[src/rtl/fetch_ctrl_pkg.sv]
// Shared constants and helpers for the instruction-fetch sequencer.
package fetch_ctrl_pkg;

  localparam int unsigned DEF_ADDR_WIDTH  = 32;
  localparam int unsigned DEF_INSTR_WIDTH = 32;
  localparam logic [31:0] DEF_RESET_PC    = 32'h0000_0000;
  localparam logic [31:0] NOP_INSTR       = 32'h0000_0000;
  localparam int unsigned PC_INC          = 4;

  // A MIPS instruction address must be word aligned.
  function automatic logic misaligned(input logic [1:0] lo);
    return |lo;
  endfunction

endpackage

[src/rtl/fetch_ctrl_if.sv]
// Instruction-memory bus plus IF/ID handshake of the fetch sequencer.
interface fetch_ctrl_if
  import fetch_ctrl_pkg::*;
#(
  parameter int unsigned ADDR_WIDTH  = DEF_ADDR_WIDTH,
  parameter int unsigned INSTR_WIDTH = DEF_INSTR_WIDTH
);
  logic [ADDR_WIDTH-1:0]  imem_addr_87;
  logic                   imem_en_87;
  logic [INSTR_WIDTH-1:0] imem_instr_87;
  logic                   stall_87;
  logic                   redirect_87;
  logic [ADDR_WIDTH-1:0]  redirect_pc_87;
  logic [INSTR_WIDTH-1:0] if_instr_87;
  logic [ADDR_WIDTH-1:0]  if_pc_87;
  logic                   if_valid_87;
  logic                   misalign_87;

  // Fetch sequencer side.
  modport master (
    output imem_addr_87, imem_en_87, if_instr_87, if_pc_87, if_valid_87, misalign_87,
    input  imem_instr_87, stall_87, redirect_87, redirect_pc_87
  );

  // Memory / pipeline side.
  modport slave (
    input  imem_addr_87, imem_en_87, if_instr_87, if_pc_87, if_valid_87, misalign_87,
    output imem_instr_87, stall_87, redirect_87, redirect_pc_87
  );
endinterface

[src/rtl/if_hold_buf.sv]
// One-entry hold buffer that parks a fetched instruction while IF/ID stalls.
module if_hold_buf
  import fetch_ctrl_pkg::*;
#(
  parameter int unsigned ADDR_WIDTH  = DEF_ADDR_WIDTH,
  parameter int unsigned INSTR_WIDTH = DEF_INSTR_WIDTH
) (
  input  logic                   clk_i,
  input  logic                   rst_n_i,
  input  logic                   load_i,
  input  logic                   clear_i,
  input  logic [INSTR_WIDTH-1:0] instr_i,
  input  logic [ADDR_WIDTH-1:0]  pc_i,
  output logic                   valid_o,
  output logic [INSTR_WIDTH-1:0] instr_o,
  output logic [ADDR_WIDTH-1:0]  pc_o
);
  logic                   valid_q;
  logic [INSTR_WIDTH-1:0] instr_q;
  logic [ADDR_WIDTH-1:0]  pc_q;

  // Clear wins over load so a redirect always empties the buffer.
  always_ff @(posedge clk_i or negedge rst_n_i) begin
    if (!rst_n_i) begin
      valid_q <= 1'b0;
      instr_q <= '0;
      pc_q    <= '0;
    end else if (clear_i) begin
      valid_q <= 1'b0;
    end else if (load_i) begin
      valid_q <= 1'b1;
      instr_q <= instr_i;
      pc_q    <= pc_i;
    end
  end

  assign valid_o = valid_q;
  assign instr_o = instr_q;
  assign pc_o    = pc_q;
endmodule

[src/rtl/fetch_ctrl.sv]
// PC sequencer driving a 1-cycle-latency instruction memory, with a
// valid/stall handshake to IF/ID and redirect squashing of the in-flight read.
module fetch_ctrl
  import fetch_ctrl_pkg::*;
#(
  parameter int unsigned           ADDR_WIDTH  = DEF_ADDR_WIDTH,
  parameter int unsigned           INSTR_WIDTH = DEF_INSTR_WIDTH,
  parameter logic [ADDR_WIDTH-1:0] RESET_PC    = ADDR_WIDTH'(DEF_RESET_PC)
) (
  input  logic        clk_87,
  input  logic        rst_n_87,
  fetch_ctrl_if.master bus
);
  logic [ADDR_WIDTH-1:0]  pc_q, pc_d;
  logic                   inflight_q, inflight_d;
  logic [ADDR_WIDTH-1:0]  inflight_pc_q;
  logic                   en_q;
  logic                   misalign_q, misalign_d;

  logic                   hold_valid;
  logic [INSTR_WIDTH-1:0] hold_instr;
  logic [ADDR_WIDTH-1:0]  hold_pc;
  logic                   hold_next;
  logic                   accept;

  logic                   out_valid;
  logic [INSTR_WIDTH-1:0] out_instr;
  logic [ADDR_WIDTH-1:0]  out_pc;

  if_hold_buf #(
    .ADDR_WIDTH (ADDR_WIDTH),
    .INSTR_WIDTH(INSTR_WIDTH)
  ) u_hold (
    .clk_i  (clk_87),
    .rst_n_i(rst_n_87),
    .load_i (!hold_valid && hold_next),
    .clear_i(!hold_next),
    .instr_i(bus.imem_instr_87),
    .pc_i   (inflight_pc_q),
    .valid_o(hold_valid),
    .instr_o(hold_instr),
    .pc_o   (hold_pc)
  );

  // Output mux: held instruction first, then the memory read that just returned.
  always_comb begin
    out_valid = 1'b0;
    out_instr = INSTR_WIDTH'(NOP_INSTR);
    out_pc    = '0;
    if (hold_valid) begin
      out_valid = 1'b1;
      out_instr = hold_instr;
      out_pc    = hold_pc;
    end else if (inflight_q) begin
      out_valid = 1'b1;
      out_instr = bus.imem_instr_87;
      out_pc    = inflight_pc_q;
    end
  end

  assign accept = out_valid && !bus.stall_87;

  // Next-state: redirect beats stall; a stalled read is discarded and re-issued.
  // No read is issued until en_q is up, so the PC waits one cycle after reset.
  always_comb begin
    if (bus.redirect_87)  hold_next = 1'b0;
    else if (hold_valid)  hold_next = !accept;
    else                  hold_next = inflight_q && bus.stall_87;

    pc_d = pc_q;
    if (bus.redirect_87)
      pc_d = {bus.redirect_pc_87[ADDR_WIDTH-1:2], 2'b00};
    else if (en_q && !hold_next)
      pc_d = pc_q + ADDR_WIDTH'(PC_INC);

    inflight_d = en_q && !bus.redirect_87 && !hold_next;
    misalign_d = bus.redirect_87 && misaligned(bus.redirect_pc_87[1:0]);
  end

  // PC, in-flight tracking, memory enable and misalign pulse registers.
  always_ff @(posedge clk_87 or negedge rst_n_87) begin
    if (!rst_n_87) begin
      pc_q          <= RESET_PC;
      inflight_q    <= 1'b0;
      inflight_pc_q <= '0;
      en_q          <= 1'b0;
      misalign_q    <= 1'b0;
    end else begin
      pc_q          <= pc_d;
      inflight_q    <= inflight_d;
      inflight_pc_q <= pc_q;
      en_q          <= 1'b1;
      misalign_q    <= misalign_d;
    end
  end

  assign bus.imem_addr_87 = pc_q;
  assign bus.imem_en_87   = en_q;
  assign bus.if_valid_87  = out_valid;
  assign bus.if_instr_87  = out_instr;
  assign bus.if_pc_87     = out_pc;
  assign bus.misalign_87  = misalign_q;
endmodule

[src/flat_wrapper.sv]
// flat-port wrapper written by rule: the top's interface ports become plain ports
module fetch_ctrl_flat import fetch_ctrl_pkg::*;
#(
  parameter int unsigned           ADDR_WIDTH  = DEF_ADDR_WIDTH,
  parameter int unsigned           INSTR_WIDTH = DEF_INSTR_WIDTH,
  parameter logic [ADDR_WIDTH-1:0] RESET_PC    = ADDR_WIDTH'(DEF_RESET_PC)
)
  (clk_87, rst_n_87, bus_imem_addr_87, bus_imem_en_87, bus_if_instr_87, bus_if_pc_87, bus_if_valid_87, bus_misalign_87, bus_imem_instr_87, bus_stall_87, bus_redirect_87, bus_redirect_pc_87);
  fetch_ctrl_if #(.ADDR_WIDTH(ADDR_WIDTH), .INSTR_WIDTH(INSTR_WIDTH)) bus_i ();
  input  logic clk_87;
  input  logic rst_n_87;
  output wire logic [$bits(bus_i.imem_addr_87)-1:0] bus_imem_addr_87;
  output wire logic [$bits(bus_i.imem_en_87)-1:0] bus_imem_en_87;
  output wire logic [$bits(bus_i.if_instr_87)-1:0] bus_if_instr_87;
  output wire logic [$bits(bus_i.if_pc_87)-1:0] bus_if_pc_87;
  output wire logic [$bits(bus_i.if_valid_87)-1:0] bus_if_valid_87;
  output wire logic [$bits(bus_i.misalign_87)-1:0] bus_misalign_87;
  input wire logic [$bits(bus_i.imem_instr_87)-1:0] bus_imem_instr_87;
  input wire logic [$bits(bus_i.stall_87)-1:0] bus_stall_87;
  input wire logic [$bits(bus_i.redirect_87)-1:0] bus_redirect_87;
  input wire logic [$bits(bus_i.redirect_pc_87)-1:0] bus_redirect_pc_87;
  assign bus_imem_addr_87 = bus_i.imem_addr_87;
  assign bus_imem_en_87 = bus_i.imem_en_87;
  assign bus_if_instr_87 = bus_i.if_instr_87;
  assign bus_if_pc_87 = bus_i.if_pc_87;
  assign bus_if_valid_87 = bus_i.if_valid_87;
  assign bus_misalign_87 = bus_i.misalign_87;
  assign bus_i.imem_instr_87 = bus_imem_instr_87;
  assign bus_i.stall_87 = bus_stall_87;
  assign bus_i.redirect_87 = bus_redirect_87;
  assign bus_i.redirect_pc_87 = bus_redirect_pc_87;
  fetch_ctrl #(.ADDR_WIDTH(ADDR_WIDTH), .INSTR_WIDTH(INSTR_WIDTH), .RESET_PC(RESET_PC)) u_core (.clk_87(clk_87), .rst_n_87(rst_n_87), .bus(bus_i));
endmodule
[config.mk]
export PLATFORM = sky130hd
export DESIGN_NAME = fetch_ctrl_flat
export DESIGN_NICKNAME = d
export VERILOG_FILES = /design/src/rtl/fetch_ctrl_pkg.sv /design/src/rtl/fetch_ctrl_if.sv /design/src/rtl/if_hold_buf.sv /design/src/rtl/fetch_ctrl.sv /design/src/flat_wrapper.sv
export SDC_FILE = /design/constraint.sdc
export NUM_CORES = 1
export LEC_CHECK = 0
export CAP_MARGIN = 20
export CORE_MARGIN = 5
export CORE_UTILIZATION = 39
export CTS_CLUSTER_DIAMETER = 80
export DETAILED_ROUTE_END_ITERATION = 6
export GPL_TIMING_DRIVEN = 0
export PLACE_DENSITY_LB_ADDON = 0.08
export REMOVE_ABC_BUFFERS = 1
export SETUP_SLACK_MARGIN = 0.4
export SLEW_MARGIN = 40
export SYNTH_ARGS = -nofsm -noshare
export SYNTH_HDL_FRONTEND = slang
export SYNTH_SLANG_ARGS = --single-unit
[constraint.sdc]
create_clock -name clk_87 -period 2.5 [get_ports clk_87]
set_clock_uncertainty 0.15 [all_clocks]
set_input_delay 0.5 -clock clk_87 [delete_from_list [all_inputs] [get_ports clk_87]]
set_output_delay 0.5 -clock clk_87 [all_outputs]
set_load 0.02 [all_outputs]
* After elaboration in Yosys (flattened, before gate mapping)
Cells that the tools add are included.
Widths: inputs -> output; s select.
** Storage, ports and cells
- Register bits :: 132
- Bits in latches :: 0
- Bits in writable memories :: 0
- Bits in read-only memories :: 0
- Input bits :: 68
- Output and inout bits :: 99
- Logic and storage cells :: 37
- Memories :: 0
** Operators by class
- Add/sub/neg operators :: 1
- Multiply operators :: 0
- Divide/modulo/power cells :: 0
- Magnitude comparators :: 0
- Eq/ne operators :: 1
- Shift operators :: 0
- Multiplexer cells :: 12
- Bitwise operators :: 0
- Reductions and logical operators :: 15
** Operators with widths (count)
- $mux 32 :: 6
- $add 32x3->32 const B :: 1
- $logic_and 1x1->1 :: 7
- $mux 1 :: 6
- $logic_not 1->1 :: 5
- $ne 2x2->1 const B :: 1
- $reduce_and 2->1 :: 1
- $reduce_bool 2->1 :: 1
- $reduce_or 2->1 :: 1

* Depth between registers and ports, before layout
Gate-level depths: netlist of the first run.
- Depth after elaboration :: 10
- Gate-level depth with buffers :: 6

* By module
A second synthesis of the first run with hierarchy kept.
** Unflattened totals
- Cells, all modules :: 464
- Area, all modules :: 6030.8 um2
** Modules (own cells, without submodules)
- fetch_ctrl :: times used 1, cells each 325, area an instance 3296.9 um2, sequential area each 1576.5 um2
- if_hold_buf :: times used 1, cells each 139, area an instance 2733.9 um2, sequential area each 1626.6 um2

* Worst setup path before layout of the first run
OpenSTA, ideal clock, no wires.
- Path kind :: reg-to-reg
- Start :: register u_core.pc_q[2] (netlist: u_core.bus.imem_addr_87[2])
- End :: register u_core.pc_q[28] (netlist: u_core.bus.imem_addr_87[28])
- Library setup time :: 125 ps
- Arrival :: 1790 ps
- Setup slack :: 435 ps
- Cell stages (with the launch flop) :: 7
- Period minus slack after synthesis :: 2065 ps
- Cell sequence :: dfrtp_1 -> ha_1 -> and4_1 -> o2111ai_1 -> nor4_1 -> xor2_1 -> mux2_2
** Between the ends
- Cells in the longest elaborated chain, start to end :: 3
** RTL lines
- start, declared :: RTL line fetch_ctrl.sv:14 : logic [ADDR_WIDTH-1:0] pc_q, pc_d;
- start signal, assigned :: RTL line fetch_ctrl.sv:89 : pc_q <= pc_d;
- $add 32x3->32 :: RTL line fetch_ctrl.sv:74 : pc_d = pc_q + ADDR_WIDTH'(PC_INC);
- $mux 32 :: RTL line fetch_ctrl.sv:73 : else if (en_q && !hold_next)
- $mux 32 :: RTL line fetch_ctrl.sv:71 : if (bus.redirect_87)
No other way between the ends. The select of a mux whose other input is x is not followed.
A chain may end at the register's enable or synchronous reset.

* Final worst setup path of the first run
- Start :: register u_core.u_hold.valid_q (netlist: u_core.u_hold.valid_o)
- End :: output port bus_if_instr_87[25]
** Between the ends
- Cells in the longest elaborated chain, start to end :: 1
** RTL lines
- start, declared :: RTL line if_hold_buf.sv:18 : logic valid_q;
- start signal, assigned :: RTL line if_hold_buf.sv:25 : valid_q <= 1'b0;
- start signal, assigned :: RTL line if_hold_buf.sv:29 : valid_q <= 1'b0;
- start signal, assigned :: RTL line if_hold_buf.sv:31 : valid_q <= 1'b1;
- $mux 32 :: RTL line fetch_ctrl.sv:50 : if (hold_valid) begin
- end, declared :: RTL line flat_wrapper.sv:14 : output wire logic [$bits(bus_i.if_instr_87)-1:0] bus_if_instr_87;
No other way between the ends.

==> results.md, run 1 <==
- The average footprint of a synthesized cell is 12.57 sq um.
- The share of the core filled with cells in the final layout is 65.05%.
- After layout, the minimum clock period comes to between 2 and 2.5 ns.
- The worst-path cell with the longest stage delay is sky130_fd_sc_hd__dfrtp_4.
- The data required time at the worst endpoint is roughly 1.9 ns.
- The total congestion overflow is 0.
- The largest net degree at the start of global routing is between 60 and 70.
- The hold path depth is 0.
- The clock reaches the later pin of the worst-skew pair after between 0.4 and 0.5 ns.
- Counting the buffers created by CTS gives 17.
- For the pin with the worst max-slew slack, the measured transition is 0.5241 ns.
- Tracing the worst setup path back leads to its startpoint at u_core.u_hold.valid_o.
- The most used flip-flop cell after synthesis is sky130_fd_sc_hd__dfrtp_1.
- The critical hold path startpoint is u_core.bus.imem_addr_87[31].
- The via count of the first global-routing pass is 4687.
- In this run, the number of DRC markers left after iteration 0 of detailed routing was 163.
- The DRC violation count after routing is 0.
- The synthesized design devotes to its leading area cell type 54.31% of total area.
- Routability-driven placement finished with a final weighted congestion of between 0.7 and 0.8.
- By area the synthesized netlist is led by sky130_fd_sc_hd__dfrtp_1, sky130_fd_sc_hd__mux2_1, sky130_fd_sc_hd__a22o_1.
- The tightest min-delay check is of the flop to flop type.
- The area inside the core boundary is 0.01459 sq mm.
- The wire length of the first global-routing pass is roughly 27000 um.
- The TritonCTS clock tree is done.
- The die height is 132.0 um.
- The category of the critical setup timing path is flop to output pin.
- Derived from the worst setup path, the maximum achievable clock frequency is roughly 400 MHz.
- Along the worst path, the maximum fanout reaches 6.
- The share of synthesized flip-flops with an asynchronous set or reset is 100.0%.
- The commonest non-fill, non-tap cell in the layout is sky130_fd_sc_hd__dfrtp_1.
- The worst-case setup slack after placement is -0.6123 ns.
- The total number of vias is about 4700.
- The count of cell types in the netlist is between 40 and 50.
- The die outline width is approximately 130 um.
- The final number of max-transition violations is 0.
- Setup violations remaining at the end of the flow were counted as 0.
- The worst register-to-register path begins at u_core.u_hold.valid_o.
- The area growth from synthesis to layout is 63.47%.
- The worst setup path is captured at an output pin.
- The clock tree synthesis step divided the H-tree into 4 levels.
- Buffers placed on the I/O ports in this run total ~160.
- STA classifies the critical path startpoint as a flop.
- The total global routing track utilization is 20.11%.
- The final antenna diode count is 0.
- After technology mapping, the gate count stands at 462.
- The flow ran to the end, and the final reports show no timing, DRC or antenna violations.
- Of the available clock period, the critical path in the final layout requires between 90% and 100%.
- After filler insertion, the fill cell instance count of the layout stands at about 1100.
- Data on the critical path arrives at its endpoint at about 1.8 ns.
- The power density over the cells is a little under 700 mW/mm^2.
- For this run, the post-layout net count is approximately 750.
- The count of synthesis-stage warnings from yosys is 0.
- Of all cell types, the one taking the most synthesized area is sky130_fd_sc_hd__dfrtp_1.
- The count of pins on the block boundary is roughly 170.
- The count of clock tree sinks is between 100 and 150.
- Traced cell by cell, the critical path runs through buf_16 > nor2b_4 > buf_12 > buf_12 > clkbuf_16 > a22o_1 > buf_6.
- The count of nets left with antenna violations after detail routing is 0.
- The share of the yosys chip area belonging to registers is 54.31%.
- Detailed placement ended at an HPWL of approximately 10000 um.
- The cell at the root of the clock tree is sky130_fd_sc_hd__clkbuf_16.
- The post-route netlist has 37.59% of its cells at a drive strength greater than 1.
- Clock-pin slew was measured on the worst setup and hold paths at around 0.050 ns.
- The synthesized netlist occupies a cell area of 0.005806 sq mm.
- Once routing completed, OpenROAD measured the worst setup slack at approximately 0.008 ns.
- The mean number of vias per cell is 5.334.
- Across the run, the number of max-cap violations was 0.
- The cell with the most instances on the worst path is sky130_fd_sc_hd__buf_12.
- In this run the deepest clock path goes through 2 buffers.
- The number of hold violations in the final report is 0.
- On the worst path, the slowest cell contributes a delay of about 0.49 ns.
- For this design the static power due to leakage is between 0.004 and 0.005 uW.
- Once the floorplan was initialized, standard cells occupied 39.79% of the core.
- The logic depth of the worst register-to-register path is 11.
- The total routed wirelength is between 15000 and 20000 um.
- The row count is 44.
- The worst-case vdd ir drop is between 0.0004 and 0.0005 V.
- The post-synthesis register bit count is 126.
- After detailed routing, the average wire length per cell comes to ~21 um.
- The area of the die is roughly 0.017 sq mm.
- Setup repair after global routing could not meet its margin everywhere.
- The number of enable-type register cells in the synthesized netlist is 0.
- The first detailed-routing pass took 4 iterations.
- The number of antenna violations at the first check in global routing is 1.
- In the layout the commonest cells are sky130_fd_sc_hd__dfrtp_1, sky130_fd_sc_hd__clkdlybuf4s50_1, sky130_fd_sc_hd__mux2_4.
- The worst slew slack as a fraction of its limit is around two thirds.
## critical path, delay by kind of cell, from the launching register on
family | cells | cell delay, ns
simple gates | 1 | 0.14
flops | 1 | 0.49
compound gates | 1 | 0.14
buf+inv | 5 | 0.66
## synth_stat cells, drive strengths merged, types with 3 or more instances
cell,count
a22o,61
and2,3
and3,8
and4,5
buf,18
clkbuf,15
dfrtp,126
inv,3
mux2,65
nand2,42
nand3,11
nand4,10
nor2,5
nor3,5
nor4,10
nor4b,3
o21ai,29
xnor2,16
xor2,12
## stage by stage
| step | setup TNS [ns] | hold WS, ns | power (uW) | area, sq um | cells |
|---|---|---|---|---|---|
| 2_1_floorplan | -303.27 | 0.05441 | 3156 | 5584 | 430 |
| 5_1_grt | -2.099 | 0.2772 | 6662 | 9490 | 873 |
| 6_report | 0 | 0.2679 | 6384 | 9490 | 873 |
| 4_1_cts | 0 | 0.2736 | 6141 | 8866 | 855 |
| 3_3_place_gp | -1240.24 | 0.2620 | 3655 | 7436 | 776 |
| 3_5_place_dp | -58.96 | 0.2639 | 3705 | 7552 | 781 |
## cells by family after synthesis
family / share of synthesized area [%]
muxes: 12.78
DFF: 54.31
xor gates and xnor gates: 4.224
buffers and inverters: 4.203
AOI/OAI and AO/OA: 12.46
other: 0.1294
adders and majority gates: 0.2155
and+or+nand+nor: 11.68
## layout make-up
class                           count  area, sq um  share of cell area [%]
Clock buffer                       25        485.5                   5.115
Clock inverter                      6        60.06                  0.6328
Inverter                            3        11.26                  0.1187
Multi-Input combinational cell    305         2861                   30.15
Sequential cell                   126         3162                   33.32
Tap cell                          184        230.2                   2.426
Timing Repair Buffer              224         2680                   28.24
## metal layers
layer / wire length (um) / track usage [%] / share of wire (%) / up-vias
li1: - / - / - / 2134
met1: 8146 / 26.06 / 44 / 2322
met2: 9161 / 32.65 / 49 / 173
met3: 1036 / 5.458 / 5.5 / 26
met4: 329 / 6.800 / 1.8 / 2
met5: 13 / 0 / 0.070 / -
## final timing paths
path | endpoint | slack, ns
min reg2reg | u_core.inflight_pc_q[31] | 0.27
max | bus_if_instr_87[25] | 0.008
min | u_core.inflight_pc_q[31] | 0.27
max in group asynchronous | u_core.u_hold.valid_o | 1.02
max reg2reg | u_core.u_hold.instr_o[6] | 0.09
min in group asynchronous | u_core.u_hold.instr_o[21] | 0.48
## sequential cells by signal, indices dropped and copies added (netlist names)
register                 flops
u_core.u_hold.instr_o       32
u_core.bus.imem_addr_87     30
u_core.inflight_pc_q        30
u_core.u_hold.pc_o          30
u_core.bus.imem_en_87        1
u_core.bus.misalign_87       1
u_core.inflight_q            1
u_core.u_hold.valid_o        1
## report_power, final
group / total (uW) / switching, uW / internal (uW)
Clock: 2290 / 854 / 1430
Sequential: 2680 / 272 / 2410
Combinational: 1420 / 574 / 843
Total: 6380 / 1700 / 4680
## repair_timing
action / in CTS / in global routing
cloned: 16 / 5
setup buffers: 26 / 13
gates resized for setup: 442 / 94
endpoints found under the hold margin: 64 / 0
setup endpoints to repair: 159 / 146
pin swaps: 15 / 31
hold buffers: 1 / 0
Power figures use the tool's default switching activity.
==> run 2, diff against run 1 <==
--- a/config.mk
+++ b/config.mk
@@ -10,4 +10,5 @@
 export CORE_UTILIZATION = 39
 export CTS_CLUSTER_DIAMETER = 80
+export CTS_CLUSTER_SIZE = 40
 export DETAILED_ROUTE_END_ITERATION = 6
 export GPL_TIMING_DRIVEN = 0
--- a/constraint.sdc
+++ b/constraint.sdc
@@ -3,3 +3,3 @@
 set_input_delay 0.5 -clock clk_87 [delete_from_list [all_inputs] [get_ports clk_87]]
 set_output_delay 0.5 -clock clk_87 [all_outputs]
-set_load 0.02 [all_outputs]
+set_load 0.005 [all_outputs]
==> run 2 against run 1 <==
The flow now finishes with violations (setup timing); register-to-register slack got worse by 0.17 ns; first-iteration DRC count rose by 4.3%; highest routed layer unchanged; combinational power fell by 8%; non-clock buffer count rose by 17; worst setup slack got worse by 0.088 ns; global-route usage rose by 1.5 points; clock power barely moved; final area fell by 0.11%; sequential power barely moved; sequential share of layout area rose by 0.27 points; fmax fell by 3.4%.
==> results.md, run 2 (synthesis gave the netlist of run 1 again) <==
- The flow ran to the end, but the final reports show violations.
- The final reports fail on setup timing.
- At the pin with the least slew margin, the transition time is 0.5274 ns.
- Across the run, the number of max-cap violations was 0.
- The top cell types in the final layout, fill and taps aside, are sky130_fd_sc_hd__dfrtp_1, sky130_fd_sc_hd__clkdlybuf4s50_1, sky130_fd_sc_hd__mux2_4.
- The total of buffers placed on input and output ports is between 150 and 200.
- The number of clock buffers added by TritonCTS is 17.
- Clock-pin slew was measured on the worst setup and hold paths at ~0.050 ns.
- The count of nets left with antenna violations once routing finished came out at 0.
- The detailed router placed 4757 vias in this run.
- The longest clock path from root to sink contains 2 buffers.
- The core region is roughly 0.015 sq mm.
- Setup violations remaining at the end of the flow were counted as 74.
- Among all stages on the critical path, the largest delay is contributed by sky130_fd_sc_hd__dfrtp_4.
- The first TritonRoute pass finished after 4 iterations.
- In this run the cell area measured after placement is approximately 0.0076 sq mm.
- Counting every sink on the clock net gives ~130.
- The startpoint of the lowest-slack register-to-register path is u_core.u_hold.valid_o.
- The worst setup path is captured at a flop.
- The area added between synthesis and finish is 63.30%.
- The kind of path behind the tightest hold check is flop to flop.
- The number of buffer and inverter stages on the critical path is 9.
- The endpoint identified for the worst register-to-register timing path is u_core.u_hold.instr_o[20].
- The wire length of the first global-routing pass is 29380 um.
- The final number of max-transition violations is 0.
- The iteration-0 DRC count of the detailed router is 170.
- The total number of cells along the worst setup path is 12.
- The critical path goes through buf_16 > nor2b_4 > buf_12 > buf_4 > buf_6 > buf_16 > buf_6 > and3_4 > buf_12 > buf_12 > clkbuf_16 > mux2_4.
- The die covers 0.01743 sq mm.
- The root buffer cell chosen for the clock tree is sky130_fd_sc_hd__clkbuf_16.
- The worst slew slack as a fraction of its limit is between 60% and 70%.
- The routability-driven placement congestion ratio is about 0.72.
- The endpoint of the worst setup timing path is u_core.u_hold.instr_o[20].
- The wire-length estimate of the detail-placed layout is approximately 10000 um.
- The via count of the first global-routing pass came to around 5000.
- The die is ~130 um wide.
- The effective utilization at floorplan is between 30% and 40%.
- The maximum clock frequency is slightly below 400 MHz.
- Entering global routing, the biggest net connects 66 pins.
- The logic depth of the worst register-to-register path is 12.
- TritonCTS built the clock tree.
- The flip-flop count of the largest register, all copies and words added is 32.
- Leaving out fill and tap cells, the most frequent cell in the layout is sky130_fd_sc_hd__dfrtp_1.
- The count of filler cells inserted in the layout is ~1100.
- After layout, the minimum clock period comes to ~2.6 ns.
- Setup repair after global routing could not meet its margin everywhere.
- The count of pins on the block boundary is 167.
- The final critical path takes up 103.2% of the cycle.
- The number of hold violations in the final report is 0.
- STA classifies the critical path startpoint as a flop.
- The total overflow left after global routing is 0.
- The data arrival time of the critical path is 2.72 ns.
- The repair_antennas step left the layout with diodes totalling 0.
- The net count of the finished layout is about 760.
- Dividing total power by cell area gives a power density of approximately 660 mW/mm^2.
- The DRC violation count after routing is 0.
- The worst-case vdd ir drop is roughly 0.0004 V.
- Dividing the detail-routed via count by the number of cells gives between 5 and 6.
- After detailed routing, the average wire length per cell comes to roughly 22 um.
- The floorplan step set the die height to around 130 um.
- For the worst-skew pair, the clock arrives at the later sink with an insertion delay of 0.41 ns.
- At the end of the flow the core is filled with cells to 64.98%.
- The number of antenna violations at the first check in global routing is 1.
- The setup slack on the worst flop-to-flop path is -0.08 ns.
- The setup TNS after final layout is -2.497 ns.
- The setup slack after layout is -0.07958 ns.
- The ratio of cells with drive above 1 in the final layout is around two fifths.
- The finished layout cell area is ~0.0095 sq mm.
- The leakage power is between 0.004 and 0.005 uW.
- The cell total after placement is between 700 and 800.
- The row count is 44.
- At the worst endpoint, the required time is around 2.7 ns.
- The total routed wirelength is slightly below 20000 um.
- Broken down by cell family, the worst path's largest delay share belongs to buffers and inverters.
- The cell that appears most often on the critical path is sky130_fd_sc_hd__buf_12.
- For this run, the slowest stage of the critical path takes around 0.50 ns.
- By startpoint and endpoint, the worst setup path is classified as flop to flop.
- In this run the worst path has a maximum fanout of 5.
- In this run the number of H-tree levels came out at 4.
- In the global route stage, overall resource usage came out at around 22%.
- The filler-free cell count of the finished design is 890.
- The most critical setup path has its startpoint at u_core.u_hold.valid_o.
run 2: changes by cell type in the layout (fill, tap and decap cells not counted), sizes merged:
cell / change
buf: +7
clkdlybuf4s15: +12
clkbuf: -4
dlygate4sd2: -30
clkdlybuf4s50: +30
bufbuf: +2
run 2: what timing repair did:
| action | CTS | global route |
|---|---|---|
| pin swaps | 26 | 31 |
| endpoints found under the setup margin | 140 | 159 |
| gates resized for setup | 346 | 59 |
| hold endpoints to repair | 64 | 0 |
| buffers inserted | 46 | 11 |
| cloned | 18 | 2 |
| hold buffers | 1 | 0 |
run 2: metrics by stage:
| step | power [uW] | setup slack (ns) | hold WS (ns) |
|---|---|---|---|
| final | 6274 | -0.07958 | 0.2745 |
| after floorplan | 3011 | -3.175 | 0.05441 |
| after detailed placement | 3568 | -0.6123 | 0.2639 |
| after global routing | 6557 | -0.1427 | 0.2814 |
| after global placement | 3518 | -6.376 | 0.2620 |
| after CTS | 6163 | -0.04597 | 0.2776 |
run 2: power by group:
group	total [uW]	switching, uW	internal [uW]
registers	2680	266	2410
logic	1310	449	857
clock network	2290	854	1430
run 2: how the worst min path moves through the flow:
stage	from	to	cells after the start
2_1_floorplan	rst_n_87	u_core.bus.imem_addr_87[10]	0
3_3_place_gp	u_core.bus.imem_addr_87[31]	u_core.inflight_pc_q[31]	0
3_5_place_dp	u_core.bus.imem_addr_87[31]	u_core.inflight_pc_q[31]	0
4_1_cts	u_core.bus.imem_addr_87[31]	u_core.inflight_pc_q[31]	0
5_1_grt	u_core.bus.imem_addr_87[31]	u_core.inflight_pc_q[31]	0
6_report	u_core.bus.imem_addr_87[31]	u_core.inflight_pc_q[31]	0
run 2: layer usage:
layer  vias up  GRT usage (%)  share of wire (%)
li1       2178              -                  -
met3        33          6.031                5.5
met2       152          35.77                 49
met5         -              0              0.068
met4         2          7.543                2.3
met1      2392          27.25                 43
run 2: worst reg2reg max path, stage by stage, from the launching register on:
cell	delay (ns)
sky130_fd_sc_hd__dfrtp_4	0.50
sky130_fd_sc_hd__buf_16	0.14
sky130_fd_sc_hd__nor2b_4	0.14
sky130_fd_sc_hd__buf_12	0.12
sky130_fd_sc_hd__buf_4	0.10
sky130_fd_sc_hd__buf_6	0.12
sky130_fd_sc_hd__buf_16	0.13
sky130_fd_sc_hd__buf_6	0.10
sky130_fd_sc_hd__and3_4	0.23
sky130_fd_sc_hd__buf_12	0.14
sky130_fd_sc_hd__buf_12	0.13
sky130_fd_sc_hd__clkbuf_16	0.16
sky130_fd_sc_hd__mux2_4	0.30
run 2: area by class of cell:
cell class,instances,area [sq um],area share [%]
clock buffer,25,485.5,5.121
multi-input combinational,305,2850,30.06
clock inverter,6,60.06,0.6335
tap,184,230.2,2.428
sequential,126,3184,33.59
timing repair buffer,241,2659,28.05
inverter,3,11.26,0.1188
==> RTL edit (config.mk and constraints of run 1) <==
`DEF_INSTR_WIDTH`: 32 -> 16.
--- a/src/rtl/fetch_ctrl_pkg.sv
+++ b/src/rtl/fetch_ctrl_pkg.sv
@@ -3,5 +3,5 @@
 
   localparam int unsigned DEF_ADDR_WIDTH  = 32;
-  localparam int unsigned DEF_INSTR_WIDTH = 32;
+  localparam int unsigned DEF_INSTR_WIDTH = 16;
   localparam logic [31:0] DEF_RESET_PC    = 32'h0000_0000;
   localparam logic [31:0] NOP_INSTR       = 32'h0000_0000;
Ports: changed (resized bus_if_instr_87 and bus_imem_instr_87); port bits go from 167 to 135. No check against the original RTL was run, so the function may have changed too.
==> RTL edit against run 1 <==
- area after synthesis fell by 16%
- combinational power down 18%
- non-clock buffer count is 27 lower
- utilization shrank 3.1 points
- setup slack better by 0.13 ns
- largest cell class unchanged
- critical path depth shrank 1
- sequential cell count shrank 16
- routed wire length fell by 17%
- global-route usage down 0.23 points
- total power fell by 21%
- cell area shrank 19%
- via count shrank 11%
==> RTL edit: results <==
[status]
status = completed

[global_routing]
grt_pass1_vias = 4154
grt_usage_pct = 19.9
met2_usage_pct = 30.8
antenna_found_initial = 0
grt_pass1_wl_mm = 22.6
use_met1_pct = 27.7
grt_util_met3_pct = 4.32
grt_max_degree = 61

[logic_synthesis]
synthXorXnorAreaFrac_pct = 1.07
synthAdderAreaFrac_pct = 0.256
synthMuxAreaShare_pct = 10.8
ys_top_cells_by_area = dfrtp_1 56%, mux2_2 11%, a22o_1 8.1%, or4_1 2.9%, a31oi_1 2.3%
synth_compound_area_share_pct = 16.1
synth_common_cells = 110 x dfrtp_1, 46 x mux2_2, 45 x a22o_1
ys_seq_area_share_pct = 56.2

[setup_path]
cp_max_fo = 7
cp_top_family = buffers and inverters
cp.arrival_ns = 1.71

[finish]
final_layout_size_suffix_gt1_share_pct = 36.0
nClkBuffers = 10
multi_input_gates = 270
multi_input_area_um2 = 2300
n_all_buffers = 197
clkCellAreaFrac_pct = 4.20
seq_cells = 110
buf_share_pct = 27.0
nNonClkInverters = 7

[route]
viasPerCell = 5.36
met1_length_mm = 7.34
route.met3.wl_um = 765
dr.first_iter.drc_count = 273
met2_length_mm = 7.21
dr.pass1.iters = 5
top_layer_used = met4
finalWirelength_mm = 15.6

[placement]
port_buffers = 130
post-place-ws_ns = -0.905
place_congestion = 0.730
dp_hpwl_mm = 8.52

[pwr]
p_sw_share_pct = 27.4
ir_drop_mv = 0.283
pg_comb_w = 0.00117
p_leak_nw = 3.41
p_seq_w = 0.00230

[clock_tree]
h-tree-depth = 3
cts-buffers-inserted = 9
postCtsSetupRepairBufs = 42
clock_latency_ns = 0.36

[sta]
relSlewSlack_pct = 56.7
-- RTL edit: cell count changes in the layout (fill, tap and decap cells not counted), moves of 13 or more --
cell,delta
a22o_1,-16
a31oi_1,+15
buf_4,+38
buf_6,-32
dfrtp_1,-21
dlygate4sd2_1,-15
mux2_4,-22
nand2_1,-21
nor2_1,+18
o21ai_1,-13
or4_1,+13
xnor2_1,-15
-- RTL edit: stage by stage --
| stage | std cells | hold slack (ns) | instance area [um2] | setup TNS (ns) | power [W] |
|---|---|---|---|---|---|
| floorplan | 385 | 0.0544 | 4750 | -137.68 | 0.00278 |
| global placement | 687 | 0.259 | 6270 | -816.44 | 0.00320 |
| detailed placement | 695 | 0.276 | 6420 | -55.31 | 0.00325 |
| CTS | 760 | 0.291 | 7200 | 0 | 0.00488 |
| global route | 772 | 0.316 | 7720 | 0 | 0.00525 |
| finish | 772 | 0.285 | 7720 | 0 | 0.00505 |
-- RTL edit: final timing paths --
path                                                    startpoint                                 endpoint  slack (ns)  depth (start not counted)
max                              u_core.u_hold.valid_o$_DFFE_PN0P_                         bus_if_pc_87[15]        0.14                          6
min                        u_core.bus.imem_addr_87[31]$_DFFE_PN0P_       u_core.inflight_pc_q[31]$_DFF_PN0_        0.28                          0
max reg2reg                      u_core.u_hold.valid_o$_DFFE_PN0P_  u_core.bus.imem_addr_87[17]$_DFFE_PN0P_        0.22                          8
min reg2reg                u_core.bus.imem_addr_87[31]$_DFFE_PN0P_       u_core.inflight_pc_q[31]$_DFF_PN0_        0.28                          0
max in group asynchronous                                 rst_n_87        u_core.u_hold.valid_o$_DFFE_PN0P_        1.03                          3
min in group asynchronous                                 rst_n_87    u_core.u_hold.instr_o[12]$_DFFE_PN0P_        0.50                          2
